<file path="src/rtl/seq_shift_add_multiplier.sv">
// Sequential unsigned shift-and-add multiplier: one adder, an iteration counter and a
// three-state FSM behind a start/done handshake. product = a * b after WIDTH steps.
module seq_shift_add_multiplier #(
   parameter int WIDTH = 10,
   parameter int CNT_W = 4
) (
   input  logic                 clock,
   input  logic                 reset,
   input  logic                 start,
   input  logic [WIDTH-1:0]     a,
   input  logic [WIDTH-1:0]     b,
   output logic                 ready,
   output logic                 busy,
   output logic                 done,
   output logic [2*WIDTH-1:0]   product
);

   typedef enum logic [1:0] {
      S_IDLE = 2'd0,
      S_CALC = 2'd1,
      S_DONE = 2'd2
   } state_t;

   localparam logic [CNT_W-1:0] LAST_CNT = CNT_W'(WIDTH - 1);

   state_t                 state_r;
   state_t                 state_s;
   logic [WIDTH-1:0]       mcand_r;
   logic [2*WIDTH:0]       p_r;
   logic [CNT_W-1:0]       cnt_r;
   logic [2*WIDTH-1:0]     product_r;
   logic                   ready_r;
   logic                   busy_r;
   logic                   done_r;

   logic                   load_s;
   logic                   step_s;
   logic                   last_s;
   logic [WIDTH:0]         upper_s;
   logic [2*WIDTH:0]       p_step_s;

   // One shift-add step: the accumulator keeps its carry, so the shift never loses a bit.
   always_comb begin
      upper_s  = p_r[2*WIDTH:WIDTH];
      p_step_s = p_r;
      if (p_r[0]) begin
         upper_s = p_r[2*WIDTH:WIDTH] + {1'b0, mcand_r};
      end else begin
         upper_s = p_r[2*WIDTH:WIDTH];
      end
      p_step_s = {1'b0, upper_s, p_r[WIDTH-1:1]};
   end

   // Next-state and datapath control decode.
   always_comb begin
      state_s = state_r;
      load_s  = 1'b0;
      step_s  = 1'b0;
      last_s  = 1'b0;
      case (state_r)
         S_IDLE: begin
            if (start) begin
               state_s = S_CALC;
               load_s  = 1'b1;
            end else begin
               state_s = S_IDLE;
            end
         end
         S_CALC: begin
            step_s = 1'b1;
            if (cnt_r == LAST_CNT) begin
               state_s = S_DONE;
               last_s  = 1'b1;
            end else begin
               state_s = S_CALC;
            end
         end
         S_DONE: begin
            state_s = S_IDLE;
         end
         default: begin
            state_s = S_IDLE;
         end
      endcase
   end

   // State register with handshake outputs registered from the next state.
   always_ff @(posedge clock) begin
      if (reset) begin
         state_r <= S_IDLE;
         ready_r <= 1'b1;
         busy_r  <= 1'b0;
         done_r  <= 1'b0;
      end else begin
         state_r <= state_s;
         ready_r <= (state_s == S_IDLE);
         busy_r  <= (state_s == S_CALC) || (state_s == S_DONE);
         done_r  <= (state_s == S_DONE);
      end
   end

   // Operand capture, iteration and result register.
   always_ff @(posedge clock) begin
      if (reset) begin
         mcand_r   <= '0;
         p_r       <= '0;
         cnt_r     <= '0;
         product_r <= '0;
      end else if (load_s) begin
         mcand_r   <= a;
         p_r       <= {{(WIDTH+1){1'b0}}, b};
         cnt_r     <= '0;
         product_r <= '0;
      end else if (step_s) begin
         p_r   <= p_step_s;
         cnt_r <= cnt_r + {{(CNT_W-1){1'b0}}, 1'b1};
         if (last_s) begin
            product_r <= p_step_s[2*WIDTH-1:0];
         end else begin
            product_r <= product_r;
         end
      end else begin
         mcand_r   <= mcand_r;
         p_r       <= p_r;
         cnt_r     <= cnt_r;
         product_r <= product_r;
      end
   end

   assign ready   = ready_r;
   assign busy    = busy_r;
   assign done    = done_r;
   assign product = product_r;

endmodule

</file>
<file path="config.mk">
export PLATFORM = sky130hd
export DESIGN_NAME = seq_shift_add_multiplier
export DESIGN_NICKNAME = d
export VERILOG_FILES = /design/src/rtl/seq_shift_add_multiplier.sv
export SDC_FILE = /design/constraint.sdc
export NUM_CORES = 1
export LEC_CHECK = 0
export ABC_AREA = 1
export CORE_MARGIN = 4
export CORE_UTILIZATION = 53
export DETAILED_ROUTE_END_ITERATION = 12
export PLACE_DENSITY_LB_ADDON = 0.25
export SYNTH_ARGS = -nofsm -noshare
export SYNTH_HDL_FRONTEND = slang
export SYNTH_SLANG_ARGS = --single-unit
export TNS_END_PERCENT = 100
</file>
<file path="constraint.sdc">
create_clock -name clock -period 2 [get_ports clock]
set_input_delay 0.4 -clock clock [delete_from_list [all_inputs] [get_ports clock]]
set_output_delay 0.4 -clock clock [all_outputs]
set_load 0.005 [all_outputs]
</file>
==> flow_metrics.env <==
export IMPL_skew_ns=0.00733
export IMPL_cts_path_max_buffers=2
export IMPL_maxSlewHeadroom=0.651
export IMPL_die_area_um2=6630
export IMPL_synth_simple_gate_area_frac=0.248
export IMPL_initial_core_util=0.553
export IMPL_worst_slew_pin_slew_ns=0.523
export IMPL_p_total_mw=2.90
export IMPL_synth_top_cell_by_area="dfxtp_1"
export IMPL_synth_top_family_by_area="simple AND/OR/NAND/NOR gates"
export IMPL_setup_viol=0
export IMPL_avgSynthCellArea_um2=7.26
export IMPL_drtPass1Iterations=5
export IMPL_antenna_found_initial=0
export IMPL_comb_power_share=0.128
export IMPL_period_share=0.932
export IMPL_track_usage=0.226
export IMPL_finalNetCount=481
export IMPL_max_freq_mhz=536
export IMPL_ys_seq_area_frac=0.413
export IMPL_drive_above_1_share=0.0960
export IMPL_power_switching_mw=0.739
export IMPL_port_buffers=45
export IMPL_drc=0
export IMPL_synth_top_cells_by_area="dfxtp_1 41%, nor2_1 10%, nand2_1 7.7%, ha_1 6.1%, o21ai_0 5.8%"
export IMPL_slew_violations=0
export IMPL_p_leak_nw=1.64
export IMPL_cts_buffers=9
export IMPL_synth_xor_area_frac=0.00919
export IMPL_cts_sinks=59
export IMPL_synth_warnings=0
export IMPL_routabilityCongestion=0.823
export IMPL_synth_edf_count=0
export IMPL_grt_pass1_vias=2659
export IMPL_cts_htree_levels=3
export IMPL_synthAdderAreaFrac=0.0683
export IMPL_area_growth_pct=26.3
export IMPL_grt_pass1_wl_um=11500
export IMPL_ant_nets=0
export IMPL_status="finished, final reports clean"
export IMPL_path_max_fanout=3
export IMPL_required_ns=2.24
export IMPL_cts_tree="done"
export IMPL_powerDensity_nw_per_um2=804
export IMPL_core_area_um2=5170
export IMPL_synthDistinctLibCells=31
export IMPL_switching_share=0.255
export IMPL_die_w_um=81.4
export IMPL_arrival_ns=2.10
export IMPL_clkPwrFrac=0.430
export IMPL_grt_max_degree=21
export IMPL_io_pins=46
export IMPL_vdd_drop_max_mv=0.575
export IMPL_min_path_type="flip-flop to flip-flop"
export IMPL_synth_top_area_share=0.413
export IMPL_ys_async_sr_fraction=0
export IMPL_fin_crit_ns=1.86
export IMPL_synthMuxAreaShare=0.00350
export IMPL_seqPwrFrac=0.442
export IMPL_path_clk_slew_ns=0.07
export IMPL_synth_top_flop_cell="dfxtp_1"
export IMPL_vias=2658
export IMPL_cts_root_buf="clkbuf_8"
export IMPL_wire_per_inst_um=13.1
export IMPL_startpoint_type="flip-flop"
export IMPL_synth_net_count=432
export IMPL_drt_iter0_drc=125
export IMPL_insertion_delay_ns=0.34
export IMPL_hold_viol=0
export IMPL_fin_hold_ws_ns=0.467
export IMPL_synth_compound_area_frac=0.158
export IMPL_viasPerCell=5.13
export IMPL_ys_seq_elements=59
export IMPL_n_antenna_cell=0
export IMPL_die_h_um=81.4
export IMPL_hpwl_um=4760
export IMPL_grt_remaining_overflow=0
export IMPL_synth_cells=394
export IMPL_p_int_mw=2.16
export IMPL_drv_cap=0
export IMPL_routed_wl_um=6800
export IMPL_rows=26
export IMPL_criticalPathCategory="flip-flop to flip-flop"
export IMPL_worstSetupEndpointType="flip-flop"
export IMPL_syn_area_um2=2860
## placed cells by master (no fill, tap or decap), drive strengths merged
| cell | n |
|---|---|
| nand2 | 62 |
| dfxtp | 59 |
| nand4 | 1 |
| clkinvlp | 1 |
| clkinv | 1 |
| buf | 11 |
| o21bai | 2 |
| inv | 44 |
| nand3b | 3 |
| nand3 | 24 |
| mux2i | 1 |
| ha | 14 |
| o21ai | 41 |
| xor2 | 2 |
| xnor2 | 1 |
| nor2 | 81 |
| or2 | 1 |
| a21oi | 27 |
| o211ai | 1 |
| bufinv | 2 |
| clkbuf | 12 |
| o22ai | 11 |
| clkdlybuf4s50 | 45 |
| fa | 1 |
## critical path, cell delays in order (launching register included)
cell and delay (ns):
dfxtp_2 0.34, ha_2 0.17, inv_1 0.05, fa_1 0.35, inv_1 0.09, nand2_2 0.08
a21oi_4 0.21, xor2_1 0.09, nand2_1 0.08, o21ai_0 0.08, o21bai_1 0.15, inv_1 0.06
## metal layers
| metal | track usage | vias to the layer above | wire [um] |
|---|---|---|---|
| met3 | 0.0636 | 12 | 333 |
| met5 | 0 | - | 0 |
| met1 | 0.260 | 1202 | 2940 |
| li1 | - | 1366 | - |
| met2 | 0.390 | 78 | 3400 |
| met4 | 0.0963 | 0 | 134 |
## area by class of cell
cell class / count / area, um2
Fill cell: 442 / 1560
Clock buffer: 12 / 155
Multi-Input combinational cell: 273 / 1400
Tap cell: 70 / 87.6
Timing Repair Buffer: 56 / 546
Sequential cell: 59 / 1180
Inverter: 44 / 168
Clock inverter: 4 / 72.6
## power by group through the flow
stage	Sequential (mW)	Combinational, mW	Clock, mW
2_1_floorplan	1.29	0.263	0
3_3_place_gp	1.31	0.357	0
3_5_place_dp	1.31	0.364	0
4_1_cts	1.28	0.368	1.26
5_1_grt	1.29	0.422	1.32
6_report	1.28	0.371	1.25
## cell families after synthesis
family                     Yosys count
muxes                                1
AOI/OAI and AO/OA                   82
and+or+nand+nor                    172
buffers and inverters               62
DFF                                 59
xor gates and xnor gates             3
adders and majority gates           15
## through the flow
stage	area (um2)	TNS, ns	setup WS, ns	utilization	std cells
global route	3610	-0.00968	-0.00968	0.698	518
floorplan	2860	0	0.311	-	394
global placement	3370	0	0.137	0.651	501
finish	3610	0	0.136	0.698	518
detailed placement	3370	0	0.0781	0.651	501
CTS	3590	0	0.121	0.695	517
## cells in the mapped netlist, drive strengths merged, types with 3 or more instances
master / n
nand2: 62
inv: 44
o22ai: 11
buf: 12
nand3: 24
dfxtp: 59
ha: 14
a21oi: 27
nor2: 81
clkbuf: 6
o21ai: 41
nand3b: 3
## sequential cells by signal, indices dropped and copies added, names as in the netlist
name     count
state_r      2
done         1
product     20
busy         1
p_r         20
ready        1
mcand_r     10
cnt_r        4
## final timing paths
| path | startpoint | endpoint | slack, ns | depth (start not counted) |
|---|---|---|---|---|
| setup / recovery | p_r[10] | product[13] | 0.14 | 11 |
| setup reg to reg | p_r[10] | product[13] | 0.14 | 11 |
| hold reg to reg | product[10] | product[10] | 0.47 | 2 |
| hold / removal | product[10] | product[10] | 0.47 | 2 |
## repair_timing
item	4_1_cts	5_1_grt
gates resized for setup	0	4
endpoints found under the setup margin	0	4
setup buffers	0	1
hold buffers	0	0
Note: power is estimated with default switching activity, not from simulation.
